[src/rtl/rob_pr_free_q_pkg.sv]
// Shared types for the ROB -> free_list PR-return path: PR encoding, bank split and queue sizing.
package rob_pr_free_q_pkg;

  localparam int ROB_FREE_WIDTH        = 4;
  localparam int ROB_PR_FREE_Q_ENTRIES = 2;
  localparam int FREE_LIST_BANK_COUNT  = 4;
  localparam int PR_WIDTH              = 7;
  localparam int BANK_BITS             = $clog2(FREE_LIST_BANK_COUNT);
  localparam int UPPER_PR_WIDTH        = PR_WIDTH - BANK_BITS;

  typedef logic [PR_WIDTH-1:0]       PR_t;
  typedef logic [UPPER_PR_WIDTH-1:0] upper_PR_t;
  typedef logic [BANK_BITS-1:0]      bank_t;

  // Bank lives in the low PR bits so consecutive PRs spread across banks.
  function automatic bank_t PR_bank_bits(input PR_t pr);
    return pr[BANK_BITS-1:0];
  endfunction

  function automatic upper_PR_t upper_PR_bits(input PR_t pr);
    return pr[PR_WIDTH-1:BANK_BITS];
  endfunction

endpackage

[src/rtl/rob_pr_free_q_if.sv]
// Commit-group enqueue bus plus per-bank free_list return bus; master = ROB/free_list side, slave = queue.
interface rob_pr_free_q_if
  import rob_pr_free_q_pkg::*;
#(
  parameter int ENTRIES    = ROB_PR_FREE_Q_ENTRIES,
  parameter int FREE_WIDTH = ROB_FREE_WIDTH,
  parameter int BANK_COUNT = FREE_LIST_BANK_COUNT
);

  logic                                  enq_valid;
  logic [FREE_WIDTH-1:0]                 enq_free_mask;
  PR_t [FREE_WIDTH-1:0]                  enq_PR_by_lane;
  logic                                  enq_ready;
  logic [BANK_COUNT-1:0]                 free_valid_by_bank;
  upper_PR_t [BANK_COUNT-1:0]            free_upper_PR_by_bank;
  logic [BANK_COUNT-1:0]                 free_ready_by_bank;
  logic [$clog2(ENTRIES):0]              occupancy;

  modport master (
    output enq_valid, enq_free_mask, enq_PR_by_lane, free_ready_by_bank,
    input  enq_ready, free_valid_by_bank, free_upper_PR_by_bank, occupancy
  );

  modport slave (
    input  enq_valid, enq_free_mask, enq_PR_by_lane, free_ready_by_bank,
    output enq_ready, free_valid_by_bank, free_upper_PR_by_bank, occupancy
  );

endinterface

[src/rtl/rob_pr_free_q_bank_select.sv]
// Per-bank arbiter over the head group's lanes: one-hot grant to the lowest pending lane in this bank.
// Purely combinational; holds its grant as long as the pending mask is unchanged.
module pr_free_bank_select #(
  parameter int FREE_WIDTH = 4
) (
  input  logic [FREE_WIDTH-1:0] pending_i,
  input  logic [FREE_WIDTH-1:0] bank_match_i,
  output logic [FREE_WIDTH-1:0] grant_o,
  output logic                  valid_o
);

  logic [FREE_WIDTH-1:0] req;

  assign req     = pending_i & bank_match_i;
  // Two's-complement trick isolates the lowest set bit.
  assign grant_o = req & (~req + FREE_WIDTH'(1));
  assign valid_o = |req;

endmodule

[src/rtl/rob_pr_free_q.sv]
// Buffers committed PR frees and returns them to the banked free_list, one PR per bank per cycle.
// Group accepted at t is offered at t+1 earliest; enq_ready depends only on registered fullness.
module rob_pr_free_q
  import rob_pr_free_q_pkg::*;
#(
  parameter int PR_FREE_Q_ENTRIES = ROB_PR_FREE_Q_ENTRIES,
  parameter int FREE_WIDTH        = ROB_FREE_WIDTH,
  parameter int BANK_COUNT        = FREE_LIST_BANK_COUNT
) (
  input  logic            CLK,
  input  logic            nRST,
  rob_pr_free_q_if.slave  bus
);

  localparam int IDX_W = $clog2(PR_FREE_Q_ENTRIES);
  localparam int PTR_W = IDX_W + 1;

  logic [PTR_W-1:0] head_q, head_d, tail_q, tail_d;
  logic [PR_FREE_Q_ENTRIES-1:0][FREE_WIDTH-1:0] pending_q, pending_d;
  PR_t [PR_FREE_Q_ENTRIES-1:0][FREE_WIDTH-1:0]  pr_q;

  logic [IDX_W-1:0] head_idx, tail_idx;
  logic             empty, full, pop, enq_fire;
  logic [FREE_WIDTH-1:0] head_pending, clear;
  PR_t [FREE_WIDTH-1:0]  head_pr;

  logic [BANK_COUNT-1:0][FREE_WIDTH-1:0] bank_match, grant;
  logic [BANK_COUNT-1:0]                 bank_vld;
  upper_PR_t [BANK_COUNT-1:0]            bank_upper;

  assign head_idx = head_q[IDX_W-1:0];
  assign tail_idx = tail_q[IDX_W-1:0];
  assign empty    = (head_q == tail_q);
  assign full     = (head_idx == tail_idx) && (head_q[IDX_W] != tail_q[IDX_W]);

  assign head_pending = empty ? '0 : pending_q[head_idx];
  assign head_pr      = pr_q[head_idx];

  for (genvar b = 0; b < BANK_COUNT; b++) begin : g_bank
    for (genvar l = 0; l < FREE_WIDTH; l++) begin : g_lane
      assign bank_match[b][l] = (PR_bank_bits(head_pr[l]) == bank_t'(b));
    end

    pr_free_bank_select #(
      .FREE_WIDTH (FREE_WIDTH)
    ) u_sel (
      .pending_i    (head_pending),
      .bank_match_i (bank_match[b]),
      .grant_o      (grant[b]),
      .valid_o      (bank_vld[b])
    );
  end

  always_comb begin
    clear      = '0;
    bank_upper = '0;
    for (int b = 0; b < BANK_COUNT; b++) begin
      for (int l = 0; l < FREE_WIDTH; l++) begin
        if (grant[b][l]) bank_upper[b] = upper_PR_bits(head_pr[l]);
      end
      if (bank_vld[b] && bus.free_ready_by_bank[b]) clear = clear | grant[b];
    end
  end

  assign bus.free_valid_by_bank    = bank_vld;
  assign bus.free_upper_PR_by_bank = bank_upper;
  assign bus.enq_ready             = !full;
  assign bus.occupancy             = tail_q - head_q;

  // An all-zero group is consumed without taking a slot.
  assign enq_fire = bus.enq_valid && !full && (|bus.enq_free_mask);
  assign pop      = !empty && ((head_pending & ~clear) == '0);

  always_comb begin
    pending_d = pending_q;
    if (!empty) pending_d[head_idx] = head_pending & ~clear;
    if (enq_fire) pending_d[tail_idx] = bus.enq_free_mask;
    head_d = head_q + PTR_W'(pop);
    tail_d = tail_q + PTR_W'(enq_fire);
  end

  always_ff @(posedge CLK or negedge nRST) begin
    if (!nRST) begin
      head_q    <= '0;
      tail_q    <= '0;
      pending_q <= '0;
    end else begin
      head_q    <= head_d;
      tail_q    <= tail_d;
      pending_q <= pending_d;
    end
  end

  // PR payload is only observed through pending bits, so it needs no reset.
  always_ff @(posedge CLK) begin
    if (enq_fire) pr_q[tail_idx] <= bus.enq_PR_by_lane;
  end

endmodule

[src/flat_wrapper.sv]
// flat-port wrapper written by rule: the top's interface ports become plain ports
module rob_pr_free_q_flat import rob_pr_free_q_pkg::*;
#(
  parameter int PR_FREE_Q_ENTRIES = ROB_PR_FREE_Q_ENTRIES,
  parameter int FREE_WIDTH        = ROB_FREE_WIDTH,
  parameter int BANK_COUNT        = FREE_LIST_BANK_COUNT
)
  (CLK, nRST, bus_enq_valid, bus_enq_free_mask, bus_enq_PR_by_lane, bus_free_ready_by_bank, bus_enq_ready, bus_free_valid_by_bank, bus_free_upper_PR_by_bank, bus_occupancy);
  rob_pr_free_q_if #(.FREE_WIDTH(FREE_WIDTH), .BANK_COUNT(BANK_COUNT)) bus_i ();
  input  logic CLK;
  input  logic nRST;
  input wire logic [$bits(bus_i.enq_valid)-1:0] bus_enq_valid;
  input wire logic [$bits(bus_i.enq_free_mask)-1:0] bus_enq_free_mask;
  input wire logic [$bits(bus_i.enq_PR_by_lane)-1:0] bus_enq_PR_by_lane;
  input wire logic [$bits(bus_i.free_ready_by_bank)-1:0] bus_free_ready_by_bank;
  output wire logic [$bits(bus_i.enq_ready)-1:0] bus_enq_ready;
  output wire logic [$bits(bus_i.free_valid_by_bank)-1:0] bus_free_valid_by_bank;
  output wire logic [$bits(bus_i.free_upper_PR_by_bank)-1:0] bus_free_upper_PR_by_bank;
  output wire logic [$bits(bus_i.occupancy)-1:0] bus_occupancy;
  assign bus_i.enq_valid = bus_enq_valid;
  assign bus_i.enq_free_mask = bus_enq_free_mask;
  assign bus_i.enq_PR_by_lane = bus_enq_PR_by_lane;
  assign bus_i.free_ready_by_bank = bus_free_ready_by_bank;
  assign bus_enq_ready = bus_i.enq_ready;
  assign bus_free_valid_by_bank = bus_i.free_valid_by_bank;
  assign bus_free_upper_PR_by_bank = bus_i.free_upper_PR_by_bank;
  assign bus_occupancy = bus_i.occupancy;
  rob_pr_free_q #(.PR_FREE_Q_ENTRIES(PR_FREE_Q_ENTRIES), .FREE_WIDTH(FREE_WIDTH), .BANK_COUNT(BANK_COUNT)) u_core (.CLK(CLK), .nRST(nRST), .bus(bus_i));
endmodule
[config.mk]
export PLATFORM = sky130hd
export DESIGN_NAME = rob_pr_free_q_flat
export DESIGN_NICKNAME = d
export VERILOG_FILES = /design/src/rtl/rob_pr_free_q_pkg.sv /design/src/rtl/rob_pr_free_q_if.sv /design/src/rtl/rob_pr_free_q_bank_select.sv /design/src/rtl/rob_pr_free_q.sv /design/src/flat_wrapper.sv
export SDC_FILE = /design/constraint.sdc
export NUM_CORES = 1
export LEC_CHECK = 0
export CORE_MARGIN = 4
export CORE_UTILIZATION = 50
export DETAILED_ROUTE_END_ITERATION = 12
export PLACE_DENSITY = 0.82
export SLEW_MARGIN = 15
export SYNTH_ARGS = -nofsm -noshare
export SYNTH_HDL_FRONTEND = slang
export SYNTH_SLANG_ARGS = --single-unit
[constraint.sdc]
create_clock -name CLK -period 8.2 [get_ports CLK]
set_input_delay 1.23 -clock CLK [delete_from_list [all_inputs] [get_ports CLK]]
set_output_delay 1.23 -clock CLK [all_outputs]
set_load 0.005 [all_outputs]
* Yosys cells after proc, flatten, opt, wreduce, memory -nomap -nowiden
Cells that the tools add are included.
Word-level totals: memories 0, memory bits (writable) 0, input port bits 39, word-level logic and storage cells 113, bits in latches 0, bits in read-only memories 0, flip-flop bits (word level) 68, output and inout bits 27
Operators by class: reduce and logical (&&, ||, !) cells 22, bitwise gates (word level) 17, equal/unequal tests 15, multiplexer cells 36, $add $sub $neg 7, $lt $le $gt $ge 4, multipliers 0, divide/modulo/power cells 0, shift operators 0
Operator list (number):
- 2-to-1 mux 28 bit | 3
- 2-to-1 mux 5 bit | 16
- bitwise mux 56 bit | 1
- bitwise AND 4 bit | 9
- 2-to-1 mux 4 bit | 9
- demux 28 bit (select 1 bit) | 1
- inverter 4 bit | 5
- OR reduction 4 bit | 5
- adder 4 x 1 -> 4 bit (second input constant) | 4
- bitwise mux 8 bit | 2
- == test 2 bit (second input constant) | 8
- 2-to-1 mux 8 bit | 2
- OR 4 bit | 3
- logical AND 1 bit | 10
- demux 4 bit (select 1 bit) | 2
- == test 2 x 1 -> 1 bit (second input constant) | 4
- zero test 2 bit | 4
- adder 2 x 1 -> 2 bit | 2
- zero test 4 bit | 1
- < comparator 1 x 2 -> 1 bit (second input constant) | 2
- == test 2 bit | 1
- greater-or-equal comparator 1 bit (second input constant) | 2
- zero test 1 bit | 2
- subtractor 2 bit | 1
- other kinds (2) | 2

* Logic depth before layout (Yosys ltp)
depth in word-level cells 20, mapped depth 12, gate-level depth less buffers 10

* By module
Synthesis repeated with hierarchy kept, for this count alone.
Second synthesis, totals: cells, all modules 315, area, all modules 3697.3 µm²
By module, submodules not included:
- rob_pr_free_q | instances 1, area an instance 3502.1 µm², cells an instance 283, seq. area each 1981.9 µm²
- pr_free_bank_select | instances 4, area an instance 48.8 µm², cells an instance 8, seq. area each 0.0 µm²

* Worst setup path after synthesis
Ideal clock, no wire load.
path kind reg-to-output, from reg u_core.tail_q[0], to out bus_free_upper_PR_by_bank[0], data required time 6.970 ns, stages on the path, launching flop included 11, slack 4.682 ns, arrival 2.288 ns, cell sequence dfrtp_1 inv_1 ha_1 buf_2 inv_1 clkbuf_1 o221ai_1 nand3_1 nor3_1 a22oi_1 nand2_1
On the way: word-level cells in the longest chain between the ends 10
RTL lines:
- start: declaration | RTL line rob_pr_free_q.sv:18 | logic [PTR_W-1:0] head_q, head_d, tail_q, tail_d;
- start signal: assignment | RTL line rob_pr_free_q.sv:89 | tail_q <= tail_d;
- == test 2 bit (*) | RTL line rob_pr_free_q.sv:33 | assign empty = (head_q == tail_q);
- 2-to-1 mux 4 bit (*) | RTL line rob_pr_free_q.sv:36 | assign head_pending = empty ? '0 : pending_q[head_idx];
- bitwise AND 4 bit (*) | RTL line rob_pr_free_q_bank_select.sv:14 | assign req = pending_i & bank_match_i;
- inverter 4 bit | RTL line rob_pr_free_q_bank_select.sv:16 | assign grant_o = req & (~req + FREE_WIDTH'(1));
- adder 4 x 1 -> 4 bit | RTL line rob_pr_free_q_bank_select.sv:16
- bitwise AND 4 bit (*) | RTL line rob_pr_free_q_bank_select.sv:16
- 2-to-1 mux 5 bit (3 in series) | RTL line rob_pr_free_q.sv:59 | if (grant[b][l]) bank_upper[b] = upper_PR_bits(head_pr[l]);
- 2-to-1 mux 5 bit (*) | RTL line rob_pr_free_q.sv:59
- end: declaration | RTL line flat_wrapper.sv:18 | output wire logic [$bits(bus_i.free_upper_PR_by_bank)-1:0] bus_free_upper_PR_by_bank;
Every way passes the cells marked *; elsewhere a longest branch is shown, timed or not.

* Worst setup path after layout
from reg u_core.head_q[0], to out bus_free_upper_PR_by_bank[3]
On the way: word-level cells in the longest chain between the ends 11, elaborated cells on any way between the ends 18, those cells by class 1 x add/sub; 1 x eq/ne; 9 x mux; 3 x bitwise; 4 x reduce/logical
RTL lines:
- start: declaration | RTL line rob_pr_free_q.sv:18
- start signal: assignment | RTL line rob_pr_free_q.sv:84 | head_q <= '0;
- start signal: assignment | RTL line rob_pr_free_q.sv:88 | head_q <= head_d;
- 2-to-1 mux 4 bit (not written as such) / 2-to-1 mux 28 bit (equally long branches) (2 in series) | RTL line rob_pr_free_q.sv:36, rob_pr_free_q.sv:37
- 2-to-1 mux 4 bit / zero test 2 bit (equally long branches) | RTL line rob_pr_free_q.sv:36, rob_pr_free_q.sv:41
- bitwise AND 4 bit | RTL line rob_pr_free_q_bank_select.sv:14
- inverter 4 bit | RTL line rob_pr_free_q_bank_select.sv:16
- adder 4 x 1 -> 4 bit | RTL line rob_pr_free_q_bank_select.sv:16
- bitwise AND 4 bit | RTL line rob_pr_free_q_bank_select.sv:16
- 2-to-1 mux 5 bit (3 in series) | RTL line rob_pr_free_q.sv:59
- 2-to-1 mux 5 bit (*) | RTL line rob_pr_free_q.sv:59
Every way passes the cells marked *; elsewhere a longest branch is shown, timed or not. The select of a mux whose other input is x is not followed.

==> out/summary.txt <==
Commonest cells after routing, fill and taps aside -> clkdlybuf4s50_1 (65), edfxtp_1 (56), nand2_1 (40)
PnR worst setup slack -> 2.656 ns
DRC -> 0
CP startpoint kind -> flop
Initial antenna violation count -> 0
Placeable Area -> 7370 µm²
WS Path Type -> reg -> out
Max_slew headroom -> 47.90%
Most common cell after layout, fill and taps aside -> clkdlybuf4s50_1
CTS clk-pin slew, worst paths -> 0.08 ns
Drt total wl -> 9542 µm
Least-Margin Pin Slew -> 0.7776 ns
PortBufs -> 65
Placement Setup Slack -> 3.150 ns
Slowest Stage Delay on Critical Path -> 0.59 ns
GPL Wtd Cong -> 0.9100
Largest net degree at the start of global routing -> 64
First-pass GRT wire length -> 15,450 µm
Diode count -> 0
Distinct cell type count after synthesis -> 53
Peak supply drop -> 0.2008 mV
Period minus WS final -> 5.544 ns
Flops & latches, synth -> 68
Die X -> 95.79 µm
Leakage power -> 1.699 nW
Max Buffers Root-to-Sink -> 2
Final hold violation count -> 0
Via/cell ratio -> 6.322
Pwr Density -> 425.5 nW/µm²
Layout Skew -> 0.009744 ns
Congestion Overflow GR -> 0
Unrepaired setup endpoints after global routing -> no
Worst-path fanout max -> 63
Ys async rst share -> 17.65%
I/O pin cnt -> 66
Die Height -> 95.79 µm
CTS Sinks -> 68
GRT Util Overall -> 22.24%
Final number of setup-violating endpoints -> 0
DRT antenna net count -> 0
Die area -> 9176 µm²
Yosys warning total -> 0
CTS H-tree depth -> 3
CP Capture Type -> output pin
Cell Area, Synth -> 3854 µm²
Final core occ -> 64.50%
CP arrival -> 4.31 ns
PostCTS Resize Cnt -> 0
Detailed Place HPWL -> 6995 µm
Area after DPL -> 4531 µm²
Vias in the first global route -> 3,123
Mapped Cells -> 331
Post-route setup TNS -> 0 ns
Syn nets -> 374
CP Cell Sequence -> buf_4 -> ha_1 -> inv_1 -> o221ai_1 -> nand3_1 -> nor3_1 -> a22oi_1 -> nand2_1 -> clkdlybuf4s50_1
Wire per inst -> 19.32 µm
Cts hold-fix bufs -> 0
Initial Util -> 52.29%
Worst-Skew Late Latency -> 0.35 ns
Non-filler cells, final -> 494
Min-delay worst type -> reg -> reg
Via count -> 3,123
Max stage delay cell, worst path -> ha_1
Seq/Total Area, Yosys -> 51.43%
Final period util -> 67.61%
CP required -> 6.97 ns
CTS tree -> done
Power, Total -> 2.023 mW
Main synth FF type -> edfxtp_1
Pre-antenna DRT Iters -> 6
Mapped Avg Cell Area -> 11.64 µm²
Achievable Freq -> 180.4 MHz
Setup bufs post-CTS -> 0
Share of cells above drive strength 1 -> 11.39%
Run status -> finished clean
Number of nets in the layout -> 433
Row count -> 31
Cts bufs inserted -> 9
Post-synth EDFFs -> 56
Initial DRC Count -> 290
Final Max Tran Viols -> 0
CTS root buf -> clkbuf_8
Placed instance count -> 478
WHS -> 0.5380 ns
Finished Cell Area -> 4753 µm²
MaxCap Viol Count -> 0
P&R area growth vs syn -> 23.34%
critical path: cells and delay by family (launching register included):
kind | cells | cell delay, ns
AOI/OAI and AO/OA | 2 | 0.74
and+or+nand+nor | 3 | 0.87
DFF | 1 | 0.34
buffers and inverters | 3 | 1.38
adders and majority gates | 1 | 0.59
cells in the mapped netlist (2+ instances only):
cell type | count | share of area, %
a221oi_1 | 2 | 0.45
inv_1 | 3 | 0.29
nand3b_1 | 7 | 1.4
buf_6 | 3 | 0.88
nand2_1 | 40 | 3.9
nand3_1 | 6 | 0.78
and2_1 | 2 | 0.32
nor3_1 | 6 | 0.78
or3b_1 | 7 | 1.6
o21ai_1 | 2 | 0.26
buf_2 | 6 | 0.78
o21ai_0 | 14 | 1.8
o221a_2 | 3 | 0.88
and3_1 | 4 | 0.65
a31oi_1 | 5 | 0.81
a22oi_1 | 20 | 3.9
nor3b_1 | 6 | 1.2
and4_1 | 2 | 0.45
mux2i_1 | 17 | 4.4
buf_4 | 5 | 0.97
dfrtp_1 | 12 | 7.8
o22ai_1 | 10 | 1.6
clkbuf_1 | 5 | 0.49
ha_1 | 4 | 1.3
nand4_1 | 4 | 0.65
o221ai_1 | 7 | 1.6
a221o_1 | 6 | 1.6
xor2_1 | 3 | 0.68
a21oi_1 | 7 | 0.91
nor2_1 | 8 | 0.78
and3b_1 | 5 | 1.1
mux2_2 | 13 | 3.8
a221oi_2 | 3 | 1.2
o22a_1 | 10 | 2.3
edfxtp_1 | 56 | 44
state kept, by name (all words and copies together) (netlist names):
| signal | cells |
|---|---|
| u_core.pending_q | 8 |
| u_core.head_q | 2 |
| u_core.pr_q | 56 |
| u_core.tail_q | 2 |
final cells by class:
class	instances	area [µm²]
timing repair buffer	69	680.7
sequential	68	1983
clock inverter	7	98.84
tap	99	123.9
clock buffer	9	123.9
multi-input combinational	239	1732
fill	580	2616
inverter	3	11.26
cells by family after synthesis:
kind of cell,count (synthesis),synth area share [%]
muxes,30,8.214
adders and majority gates,4,1.299
buffers and inverters,24,3.636
xor gates and xnor gates,5,1.331
AOI/OAI and AO/OA,95,18.60
and+or+nand+nor,105,15.49
DFF,68,51.43
per-layer routing:
layer | global-route usage (%) | vias up | routed length (µm)
li1 | - | 1442 | -
met1 | 28.48 | 1496 | 4083
met2 | 35.38 | 153 | 4568
met3 | 4.613 | 32 | 594
met4 | 11.85 | 0 | 295
met5 | 0 | - | 0
path summary, 6_finish.rpt:
| path | from | end | slack [ns] | cells past startpoint |
|---|---|---|---|---|
| worst max register to register | u_core.head_q[0]$_DFF_PN0_ | u_core.head_q[1]$_DFF_PN0_ | 4.38 | 10 |
| worst min register to register | u_core.pending_q[7]$_DFF_PN0_ | u_core.pending_q[7]$_DFF_PN0_ | 0.54 | 2 |
| worst min-delay path | u_core.pending_q[7]$_DFF_PN0_ | u_core.pending_q[7]$_DFF_PN0_ | 0.54 | 2 |
| min in group asynchronous | nRST | u_core.head_q[1]$_DFF_PN0_ | 1.23 | 1 |
| max in group asynchronous | nRST | u_core.head_q[0]$_DFF_PN0_ | 6.59 | 1 |
| worst max-delay path | u_core.head_q[0]$_DFF_PN0_ | bus_free_upper_PR_by_bank[3] | 2.66 | 9 |
power by group:
part / switching [mW] / total (mW) / leakage (nW) / internal [mW]
clock network: 0.131 / 0.304 / 0.110 / 0.173
registers: 0.0531 / 0.558 / 0.663 / 0.505
logic: 0.652 / 1.16 / 0.926 / 0.509
total: 0.837 / 2.02 / 1.70 / 1.19
Power figures use the tool's default switching activity.
